### config.mk
export PLATFORM = sky130hd
export DESIGN_NAME = oam_dma_controller_flat
export DESIGN_NICKNAME = d
export VERILOG_FILES = /design/src/rtl/nes_bus_pkg.sv /design/src/rtl/oam_dma_controller_if.sv /design/src/rtl/oam_dma_controller.sv /design/src/flat_wrapper.sv
export SDC_FILE = /design/constraint.sdc
export NUM_CORES = 1
export LEC_CHECK = 0
export ABC_AREA = 1
export BUFFER_PORTS_ARGS = -buffer_cell sky130_fd_sc_hd__buf_2
export CELL_PAD_IN_SITES_DETAIL_PLACEMENT = 0
export CELL_PAD_IN_SITES_GLOBAL_PLACEMENT = 1
export CORE_UTILIZATION = 28
export CTS_CLUSTER_DIAMETER = 50
export DETAILED_ROUTE_END_ITERATION = 10
export PLACE_DENSITY = 0.74
export SLEW_MARGIN = 20
export SYNTH_ARGS = -nofsm -noshare
export SYNTH_HDL_FRONTEND = slang
export SYNTH_SLANG_ARGS = --single-unit
### constraint.sdc
create_clock -name CLK -period 1.24 [get_ports CLK]
set_input_delay 0.062 -clock CLK [delete_from_list [all_inputs] [get_ports CLK]]
set_output_delay 0.062 -clock CLK [all_outputs]
set_load 0.02 [all_outputs]
### src/rtl/nes_bus_pkg.sv
// Shared NES CPU-bus definitions for the sprite DMA block.
// Contents: DMA FSM state encoding, trigger register address, transfer length.
package nes_bus_pkg;

    typedef enum logic [2:0] {
        IDLE  = 3'd0,
        HALT  = 3'd1,
        ALIGN = 3'd2,
        READ  = 3'd3,
        WRITE = 3'd4
    } dma_state_t;

    localparam logic [15:0] OAM_DMA_REG = 16'h4014;
    localparam int unsigned OAM_DMA_LEN = 256;

endpackage

### src/rtl/oam_dma_controller_if.sv
// CPU / cpu_memory / OAM signal bundle around the sprite DMA controller.
// slave  : DMA side (takes CPU request and memory read data, drives mux and OAM port)
// master : environment side (CPU core, cpu_memory, PPU OAM)
interface oam_dma_controller_if;
    logic [15:0] cpu_address;
    logic [7:0]  cpu_data;
    logic        cpu_w;
    logic [7:0]  mem_out;
    logic [15:0] mem_address;
    logic [7:0]  mem_data;
    logic        mem_w;
    logic        cpu_halt;
    logic        dma_busy;
    logic [7:0]  oam_address;
    logic [7:0]  oam_data;
    logic        oam_w;

    modport slave (
        input  cpu_address, cpu_data, cpu_w, mem_out,
        output mem_address, mem_data, mem_w, cpu_halt, dma_busy,
               oam_address, oam_data, oam_w
    );

    modport master (
        output cpu_address, cpu_data, cpu_w, mem_out,
        input  mem_address, mem_data, mem_w, cpu_halt, dma_busy,
               oam_address, oam_data, oam_w
    );
endinterface

### src/rtl/oam_dma_controller.sv
// NES sprite DMA ($4014): halts the CPU, muxes the cpu_memory port and copies
// page $P00-$PFF into PPU OAM, one read cycle plus one write cycle per byte.
// Ports: CLK, RESET_n (async active-low), bus (oam_dma_controller_if.slave).
// Build option: OAM_DMA_ALIGN_EN adds the parity ALIGN cycle so READ starts on
// an even cycle; without it every transfer is 513 cycles.
module oam_dma_controller
    import nes_bus_pkg::*;
(
    input  logic                  CLK,
    input  logic                  RESET_n,
    oam_dma_controller_if.slave   bus
);

    localparam logic [2:0] ST_IDLE  = IDLE;
    localparam logic [2:0] ST_HALT  = HALT;
    localparam logic [2:0] ST_ALIGN = ALIGN;
    localparam logic [2:0] ST_READ  = READ;
    localparam logic [2:0] ST_WRITE = WRITE;

    localparam logic [7:0] LAST_IDX = 8'(OAM_DMA_LEN - 1);

    logic [2:0] r_state;
    logic [2:0] w_next;
    logic [7:0] r_page;
    logic [7:0] r_idx;
    logic [7:0] r_byte;
    logic       w_idle;
    logic       w_trigger;

    assign w_idle    = (r_state == ST_IDLE);
    assign w_trigger = w_idle && bus.cpu_w && (bus.cpu_address == OAM_DMA_REG);

`ifdef OAM_DMA_ALIGN_EN
    logic r_cyc_odd;

    // Free-running cycle parity, used only to align the first READ.
    always_ff @(posedge CLK or negedge RESET_n) begin
        if (!RESET_n) r_cyc_odd <= 1'b0;
        else          r_cyc_odd <= ~r_cyc_odd;
    end
`endif

    // State register.
    always_ff @(posedge CLK or negedge RESET_n) begin
        if (!RESET_n) r_state <= ST_IDLE;
        else          r_state <= w_next;
    end

    // Next-state logic.
    always_comb begin
        w_next = r_state;
        case (r_state)
            ST_IDLE:  if (w_trigger) w_next = ST_HALT;
`ifdef OAM_DMA_ALIGN_EN
            ST_HALT:  w_next = r_cyc_odd ? ST_READ : ST_ALIGN;
`else
            ST_HALT:  w_next = ST_READ;
`endif
            ST_ALIGN: w_next = ST_READ;
            ST_READ:  w_next = ST_WRITE;
            ST_WRITE: w_next = (r_idx == LAST_IDX) ? ST_IDLE : ST_READ;
            default:  w_next = ST_IDLE;
        endcase
    end

    // Page, index and byte latch; idx wraps to 0 on the final WRITE.
    always_ff @(posedge CLK or negedge RESET_n) begin
        if (!RESET_n) begin
            r_page <= 8'd0;
            r_idx  <= 8'd0;
            r_byte <= 8'd0;
        end else begin
            if (w_trigger) begin
                r_page <= bus.cpu_data;
                r_idx  <= 8'd0;
            end
            if (r_state == ST_READ)  r_byte <= bus.mem_out;
            if (r_state == ST_WRITE) r_idx  <= r_idx + 8'd1;
        end
    end

    // Bus mux: CPU passes through only in IDLE (including the trigger write).
    assign bus.mem_address = w_idle ? bus.cpu_address : {r_page, r_idx};
    assign bus.mem_data    = w_idle ? bus.cpu_data    : 8'd0;
    assign bus.mem_w       = w_idle ? bus.cpu_w       : 1'b0;

    assign bus.cpu_halt    = ~w_idle;
    assign bus.dma_busy    = ~w_idle;

    assign bus.oam_w       = (r_state == ST_WRITE);
    assign bus.oam_address = bus.oam_w ? r_idx  : 8'd0;
    assign bus.oam_data    = bus.oam_w ? r_byte : 8'd0;

endmodule

### src/flat_wrapper.sv
// flat-port wrapper written by rule: the top's interface ports become plain ports
module oam_dma_controller_flat import nes_bus_pkg::*;
  (CLK, RESET_n, bus_cpu_address, bus_cpu_data, bus_cpu_w, bus_mem_out, bus_mem_address, bus_mem_data, bus_mem_w, bus_cpu_halt, bus_dma_busy, bus_oam_address, bus_oam_data, bus_oam_w);
  oam_dma_controller_if bus_i ();
  input  logic CLK;
  input  logic RESET_n;
  input wire logic [$bits(bus_i.cpu_address)-1:0] bus_cpu_address;
  input wire logic [$bits(bus_i.cpu_data)-1:0] bus_cpu_data;
  input wire logic [$bits(bus_i.cpu_w)-1:0] bus_cpu_w;
  input wire logic [$bits(bus_i.mem_out)-1:0] bus_mem_out;
  output wire logic [$bits(bus_i.mem_address)-1:0] bus_mem_address;
  output wire logic [$bits(bus_i.mem_data)-1:0] bus_mem_data;
  output wire logic [$bits(bus_i.mem_w)-1:0] bus_mem_w;
  output wire logic [$bits(bus_i.cpu_halt)-1:0] bus_cpu_halt;
  output wire logic [$bits(bus_i.dma_busy)-1:0] bus_dma_busy;
  output wire logic [$bits(bus_i.oam_address)-1:0] bus_oam_address;
  output wire logic [$bits(bus_i.oam_data)-1:0] bus_oam_data;
  output wire logic [$bits(bus_i.oam_w)-1:0] bus_oam_w;
  assign bus_i.cpu_address = bus_cpu_address;
  assign bus_i.cpu_data = bus_cpu_data;
  assign bus_i.cpu_w = bus_cpu_w;
  assign bus_i.mem_out = bus_mem_out;
  assign bus_mem_address = bus_i.mem_address;
  assign bus_mem_data = bus_i.mem_data;
  assign bus_mem_w = bus_i.mem_w;
  assign bus_cpu_halt = bus_i.cpu_halt;
  assign bus_dma_busy = bus_i.dma_busy;
  assign bus_oam_address = bus_i.oam_address;
  assign bus_oam_data = bus_i.oam_data;
  assign bus_oam_w = bus_i.oam_w;
  oam_dma_controller u_core (.CLK(CLK), .RESET_n(RESET_n), .bus(bus_i));
endmodule
[Yosys cells after proc, flatten, opt, wreduce, memory -nomap -nowiden]
Index checks and enable logic that the tools add are counted.
Word-level totals
  register bits after elaboration: 27
  input bits: 35
  output and inout bits: 44
  word-level logic and storage cells: 28
Cells by class
  $add $sub $neg: 1
  equal/unequal tests: 7
  mux-type cells: 10
  bitwise logic cells: 1
  reductions and logical operators: 5
Operator list (count)
  two-way mux 8 bit: 5
  == test 16 x 15 -> 1 bit (second input constant): 1
  two-way mux 16 bit: 1
  case mux 3 bit (4 select lines): 1
  adder 8 x 1 -> 8 bit (second input constant): 1
  == test 8 bit (second input constant): 1
  == test 3 x 2 -> 1 bit (second input constant): 2
  == test 3 x 1 -> 1 bit (second input constant): 1
  == test 3 bit (second input constant): 1
  logical NOT 3 bit: 1
  two-way mux 3 bit: 1
  logical AND 1 bit: 2
  two-way mux 2 bit: 1
  != test 2 bit (second input constant): 1
  nonzero test 2 bit: 1
  OR reduction 2 bit: 1
  two-way mux 1 bit: 1
  NOT 1 bit: 1

[Depth between registers and ports, before layout]
Gate-level depths: netlist (run 1).
  word-level depth: 5
  mapped depth: 8
  gate-level depth less buffers: 7

[Worst setup path before layout (run 1)]
OpenSTA, ideal clock, no wires.
  path kind: register to output
  from: reg u_core.r_state[0]
  to: out bus_mem_address[14]
  data arrival time: 1329 ps
  required time: 1178 ps
  path slack: -151 ps
  cell stages (with the launch flop): 5
  path buffers: 1
  cell sequence: dfrtp_1 nor2_2 nand2_2 clkbuf_1 o21ai_0
Between the ends
  word-level cells in the longest chain between the ends: 2
Ends and longest elaborated chain
  from (decl): line oam_dma_controller.sv:22  | logic [2:0] r_state;
  from (signal assigned): line oam_dma_controller.sv:46  | else r_state <= w_next;
  logical NOT 3 bit: line oam_dma_controller.sv:30  | assign w_idle = (r_state == ST_IDLE);
  two-way mux 16 bit: line oam_dma_controller.sv:83  | assign bus.mem_address = w_idle ? bus.cpu_address : {r_page, r_idx};
  to (decl): line flat_wrapper.sv:11  | output wire logic [$bits(bus_i.mem_address)-1:0] bus_mem_address;
Every way passes these cells.

[Worst setup path in the final report (run 1)]
  from: reg u_core.r_state[0]
  to: out bus_mem_address[11]
Same word-level chain as after synthesis.

==> results of run 1 <==
==> synthesized netlist by cell type (all sizes together) <==
master	number
dfrtp	27
clkbuf	3
nand4	1
ha	1
xor2	1
nand3	14
buf	7
o21ai	29
a21oi	5
nor2	40
nor3	1
nand2	68
inv	36
==> worst reg2reg max path, cell delays in order (launching register included) <==
cell and delay [ps]:
dfrtp_1 420, nor2_4 150, nand2_4 100, buf_4 160, nor2_4 120, nand3_4 130, clkbuf_16 200, nand2_2 60
o21ai_2 50
==> logic make-up (layout without fill, tap and decap cells) <==
kind of cell / count (synthesis) / in the layout / synth area share
simple gates: 124 / 124 / 0.319
buf+inv: 46 / 165 / 0.121
compound gates: 34 / 34 / 0.127
flops: 27 / 27 / 0.420
fa+ha+maj: 1 / 1 / 0.00777
xor+xnor: 1 / 1 / 0.00544
==> area by class of cell <==
class | count | area, sq um | area share
Clock buffer | 4 | 45.0 | 0.0143
Inverter | 36 | 145 | 0.0461
Multi-Input combinational cell | 160 | 1040 | 0.330
Sequential cell | 27 | 676 | 0.215
Tap cell | 72 | 90.1 | 0.0286
Timing Repair Buffer | 125 | 1150 | 0.366
==> through the flow <==
step	hold slack [ps]	total power (W)	util	TNS, ps	instance area [sq um]
after detailed placement	115	0.00385	0.432	-819	2390
after floorplan	-234	0.00286	-	-1570	1780
after CTS	21.9	0.00538	0.538	-14490	2980
final	18.7	0.00572	0.568	-15020	3150
after global placement	116	0.00383	0.432	-54.2	2390
after global routing	43.0	0.00611	0.568	-20300	3150
==> registers in the layout, indices dropped and copies added, names as in the netlist <==
register	count
u_core.r_byte	8
u_core.r_state	3
u_core.r_idx	8
u_core.r_page	8
==> power by group through the flow <==
stage / clock network [W] / registers, W / logic (W)
after floorplan: 0 / 0.00123 / 0.00163
after global placement: 0 / 0.00122 / 0.00261
after detailed placement: 0 / 0.00123 / 0.00262
after CTS: 0.000528 / 0.00123 / 0.00363
after global routing: 0.000571 / 0.00125 / 0.00428
final: 0.000509 / 0.00122 / 0.00399
==> worst max path at each step <==
stage,endpoint,from,cells after the start
3_3_place_gp,u_core.r_idx[2],u_core.r_state[0],7
4_1_cts,bus_mem_address[2],u_core.r_state[1],7
5_1_grt,bus_mem_address[8],u_core.r_state[0],6
2_1_floorplan,bus_mem_address[14],u_core.r_state[0],4
3_5_place_dp,u_core.r_idx[2],u_core.r_state[0],7
6_report,bus_mem_address[11],u_core.r_state[0],7
==> routing by layer <==
layer  up-vias  routed length, um  part of all wire  track usage
met3         9                188             0.037       0.0247
li1        953                  -                 -            -
met5         -                  0                 0            0
met4         0                101             0.020       0.0642
met2        47               2630              0.51        0.290
met1       862               2200              0.43        0.208
==> timing repair <==
action                                  CTS  global route
endpoints found under the setup margin   62            62
cloned                                    3             3
gates resized for setup                 105            22
pin swaps                                10             5
hold buffers                              8             0
buffers inserted                          6             6
hold endpoints to repair                 34             0
==> reports/results.txt, run 1 <==
Number of distinct library cells after synthesis: 22
Final GP Congestion: 0.768
# setup viols final: 62
CP Data Required Time: 1180 ps
Die Width: 77.8 um
Std cell rows: 27
CTS root buffer: clkbuf_8
Max-Cap Viols: 0
RSZ-0062 raised after global routing: true
Net Sw Power: 0.00244 W
Vias in the first global route: 1782
Switch share: 0.427
Final Critical Period: 1550 ps
Worst setup margin: -306 ps
Achievable Freq: 647 MHz
First-pass GRT wire length: 8070 um
Power share of the combinational group: 0.697
Worst hold stages: 3
VDD IR-drop max: 780 uV
Number of vias in the routed layout: 1871
Fin. max-slew vios: 0
Reg2Reg Setup Slack: -240 ps
Maximum buffer depth of the clock tree: 2
Routed len/inst: 12.1 um
Initial core utilization: 0.291
Total grt overflow: 0
Largest net degree at the start of global routing: 28
Hold path start: bus_mem_out[2]
Mean Syn Cell Area: 6.91 sq um
# port buffers: 78
Syn_nets: 269
Proportion of layout cells with a drive suffix above 1: 0.526
Final WL: 5120 um
Core area: 5540 sq um
Clk_lat worst skew: 270 ps
Ant diodes: 0
Int Pwr: 0.00328 W
DRT antenna net count: 0
Worst-path maximum fanout: 6
Gr usage total: 0.168
Nets: 389
Crit path buf inv count: 3
H-tree levels: 1
Reg-to-reg startpoint: u_core.r_state[0]
Setup crit start kind: register
Commonest non-fill, non-tap cell in the layout: nand2_1
Min-Delay Path Class: input port to register
Critical path data arrival time: 1480 ps
Dpl ws: -44.9 ps
CP max stage delay: 420 ps
Critical path cell sequence: nor2_4 > nand2_4 > buf_4 > buf_12 > nand2_1 > nand2_1 > buf_4
Sink Count: 27
Avg Vias per Cell: 4.41
Hold Fails Final Rpt: 0
DR DRC count: 0
Commonest non-fill, non-tap cells in the layout: nand2_1 (55), buf_4 (39), buf_2 (35)
Hold Path End: u_core.r_byte[2]
Part of the power in the clock network: 0.089
Least-Margin Pin Slew: 626 ps
Top delay family on crit path: buffers and inverters
Area delta synth->final: 95.4%
Filler instances: 523
CTS tree: done
Die Y: 77.8 um
Reg2reg end: u_core.r_page[0]
Rel. slew slack: 0.583
CTS Buf Count: 3
Hpwl dp: 3310 um
DP Cell Count: 395
Ys Warns: 0
Period utilization: 1.25
Violated checks: negative setup slack
Post-synthesis cell area: 1610 sq um
Critical path start-end classification: register to primary output
Outcome: finished, violations left
Static leakage: 1.57 nW
Final std cells w/o fill: 424
Power Dens Cells: 1820 nW/um^2
FF-to-FF path depth: 8
Crit end category: primary output
Die area: 6060 sq um
Sequential cell area fraction in the yosys report: 0.420
Seq pwr share: 0.214
Synth area leaders: dfrtp_1 (42%), nand2_1 (16%), nor2_1 (8.6%), inv_1 (8.4%), o21ai_0 (6.5%)
Worst-path clk slew: 90 ps
Boundary pin count: 79
Post-Syn Instances: 233
Slowest CP cell: dfrtp_1
Initial antenna violation count: 0
First drt pass iteration count: 4
Setup Skew: 1.24 ps
Yosys top cell area share: 0.420
Cell taking the most area after synthesis: dfrtp_1
Flops & latches, synth: 27
Drt initial violations: 71
No activity file was read; power rests on OpenSTA's default activity.
==> run 2, diff against run 1 <==
- CORE_ASPECT_RATIO: default -> 1.25
- TNS_END_PERCENT: default -> 10
==> run 2 against run 1 <==
The flow still finishes with violations (negative setup slack). Die area is essentially flat. Flip-flop and latch count is the same. Fmax grew 2.4%. Clock power grew 0.8%. Via count shrank 5.2%. Cell area shrank 14%. Final cell count shrank 5.7%. Clock skew grew 8.1 ps. Sequential power is essentially flat. First-iteration DRC count shrank 7.0%. Non-clock buffer count shrank 16. Largest power group unchanged.
==> reports/results.txt, run 2 (synthesis gave the netlist of run 1 again) <==
Final std cells w/o fill: 400 (was 424)
Crit end category: primary output (unchanged)
Int Pwr: 0.00279 W (was 0.00328 W)
Rel. slew slack: 0.589 (was 0.583)
Outcome: finished, violations left (unchanged)
First drt pass iteration count: 4 (unchanged)
Largest regs: u_core.r_byte: 8 flops, u_core.r_idx: 8 flops, u_core.r_page: 8 flops (unchanged)
Violated checks: negative setup slack (unchanged)
DR DRC count: 0 (unchanged)
Worst setup margin: -269 ps (was -306 ps)
# port buffers: 78 (unchanged)
Static leakage: 1.43 nW (was 1.57 nW)
CP Data Required Time: 1180 ps (about the same)
Fin. max-slew vios: 0 (unchanged)
Part of the power in the clock network: 0.104 (was 0.089)
H-tree levels: 1 (unchanged)
Least-Margin Pin Slew: 617 ps (was 626 ps)
Setup Skew: 9.34 ps (was 1.24 ps)
Sink Count: 27 (unchanged)
Sequential Area: 676 sq um (unchanged)
Reg2reg end: u_core.r_page[4] (was u_core.r_page[0])
Worst-path clk slew: 100 ps (was 90 ps)
Final GP Congestion: 0.797 (was 0.768)
Power share of the combinational group: 0.648 (was 0.697)
Hpwl dp: 3390 um (was 3310 um)
Setup crit start kind: register (unchanged)
CTS root buffer: clkbuf_8 (unchanged)
VDD IR-drop max: 1050 uV (was 780 uV)
Area delta synth->final: 68.1% (was 95.4%)
Period utilization: 1.22 (was 1.25)
Gr usage total: 0.156 (was 0.168)
Switch share: 0.436 (was 0.427)
Avg Vias per Cell: 4.44 (was 4.41)
Core Util, Final: 0.494 (was 0.568)
Max-Cap Viols: 0 (unchanged)
Design Power: 0.00494 W (was 0.00572 W)
Proportion of layout cells with a drive suffix above 1: 0.467 (was 0.526)
Worst hold stages: 3 (unchanged)
Hold path start: bus_cpu_data[5] (was bus_mem_out[2])
Drt initial violations: 66 (was 71)
Worst-path maximum fanout: 8 (was 6)
DP Cell Count: 385 (was 395)
Initial antenna violation count: 0 (unchanged)
Hold Path End: u_core.r_page[5] (was u_core.r_byte[2])
Critical path start-end classification: register to primary output (unchanged)
CTS Buf Count: 3 (unchanged)
Routed len/inst: 11.4 um (was 12.1 um)
Maximum buffer depth of the clock tree: 2 (unchanged)
Hold Fails Final Rpt: 0 (unchanged)
Final Critical Period: 1510 ps (was 1550 ps)
Reg2Reg Setup Slack: -170 ps (was -240 ps)
# setup viols final: 61 (was 62)
Final WL: 4550 um (was 5120 um)
Die Y: 86.8 um (was 77.8 um)
Min-Delay Path Class: input port to register (unchanged)
Core area: 5480 sq um (was 5540 sq um)
Critical path cell sequence: nor2_4 > nand2_4 > inv_6 > buf_12 > nand2_2 > o21ai_2 > buf_6 (was nor2_4 > nand2_4 > buf_4 > buf_12 > nand2_1 > nand2_1 > buf_4)
RSZ-0062 raised after global routing: true (unchanged)
FF-to-FF path depth: 8 (unchanged)
Number of vias in the routed layout: 1774 (was 1871)
Std cell rows: 30 (was 27)
Seq pwr share: 0.248 (was 0.214)
Reg-to-reg startpoint: u_core.r_state[0] (unchanged)
Filler instances: 572 (was 523)
CP max stage delay: 420 ps (about the same)
Largest net degree at the start of global routing: 28 (unchanged)
Critical path data arrival time: 1450 ps (was 1480 ps)
Net Sw Power: 0.00215 W (was 0.00244 W)
Power Dens Cells: 1820 nW/um^2 (about the same)
Initial core utilization: 0.294 (was 0.291)
Commonest non-fill, non-tap cells in the layout: nand2_1 (49), buf_2 (40), inv_1 (33), buf_4 (33) (was nand2_1 (55), buf_4 (39), buf_2 (35))
Ant diodes: 0 (unchanged)
Slowest CP cell: dfrtp_1 (unchanged)
First-pass GRT wire length: 7580 um (was 8070 um)
Die Width: 69.8 um (was 77.8 um)
Die area: 6060 sq um (about the same)
CTS tree: done (unchanged)
Nets: 373 (was 389)
Achievable Freq: 663 MHz (was 647 MHz)
Commonest non-fill, non-tap cell in the layout: nand2_1 (unchanged)
Clk_lat worst skew: 280 ps (was 270 ps)
Boundary pin count: 79 (unchanged)
DRT antenna net count: 0 (unchanged)
Multi-input gate area: 872 sq um (was 1040 sq um)
Total grt overflow: 0 (unchanged)
Vias in the first global route: 1733 (was 1782)
[run 2: cell types whose count changed in the layout (fill, tap and decap cells not counted), moves of 7 or more]
cell	change
nand3_1	+7
nand2_2	+8
nor2_4	-20
nor2_1	+13
nor2_2	+7
nand3_2	-7
buf_6	-11
[run 2: final cells by class]
class                           instances  share of cell area
Sequential cell                        27               0.250
Timing Repair Buffer                  109               0.330
Clock inverter                          1             0.00185
Clock buffer                            3              0.0152
Inverter                               36              0.0518
Multi-Input combinational cell        160               0.322
Tap cell                               64              0.0296
[run 2: layer usage]
layer / GRT usage / wire length, um / vias to the layer above
li1: - / - / 919
met1: 0.190 / 1950 / 805
met2: 0.281 / 2360 / 43
met3: 0.0198 / 150 / 7
met4: 0.0618 / 85 / 0
met5: 0 / 0 / -
[run 2: what timing repair did]
action | in CTS | in global routing
gates cloned | 1 | 0
endpoints found under the hold margin | 35 | 0
buffers inserted | 1 | 0
setup endpoints to repair | 62 | 62
hold buffers | 9 | 0
gates resized for setup | 85 | 32
pin swaps | 2 | 2
[run 2: metrics by stage]
step	TNS, ps	cell area [sq um]	setup WS, ps	hold WS, ps
2_1_floorplan	-3830	1630	-151	-234
3_5_place_dp	-527	2220	-53.5	122
4_1_cts	-13130	2610	-295	26.7
3_3_place_gp	-152	2220	-53.1	122
6_report	-11710	2710	-269	50.3
5_1_grt	-17710	2710	-364	61.4
[run 2: critical path, delay by kind of cell, from the launching register on]
kind | cells | cell delay [ps]
flip-flops | 1 | 420
buffers and inverters | 3 | 370
AND/OR/NAND/NOR | 3 | 320
AO/OA/AOI/OAI | 1 | 70
[run 2: power groups by stage]
stage / sequential [W] / combinational, W / clock [W]
2_1_floorplan: 0.00123 / 0.00142 / 0
3_3_place_gp: 0.00122 / 0.00235 / 0
3_5_place_dp: 0.00123 / 0.00238 / 0
4_1_cts: 0.00123 / 0.00302 / 0.000537
5_1_grt: 0.00125 / 0.00348 / 0.000568
6_report: 0.00123 / 0.00320 / 0.000513
[run 2: worst max path at each step]
| stage | startpoint | endpoint | slack [ps] |
|---|---|---|---|
| 3_3_place_gp | u_core.r_state[0] | bus_mem_address[2] | -50 |
| 6_report | u_core.r_state[0] | bus_mem_address[2] | -270 |
| 3_5_place_dp | u_core.r_state[0] | bus_mem_address[1] | -50 |
| 5_1_grt | u_core.r_state[0] | bus_mem_address[3] | -360 |
| 4_1_cts | u_core.r_state[1] | bus_mem_address[15] | -290 |
| 2_1_floorplan | u_core.r_state[0] | bus_mem_address[14] | -150 |
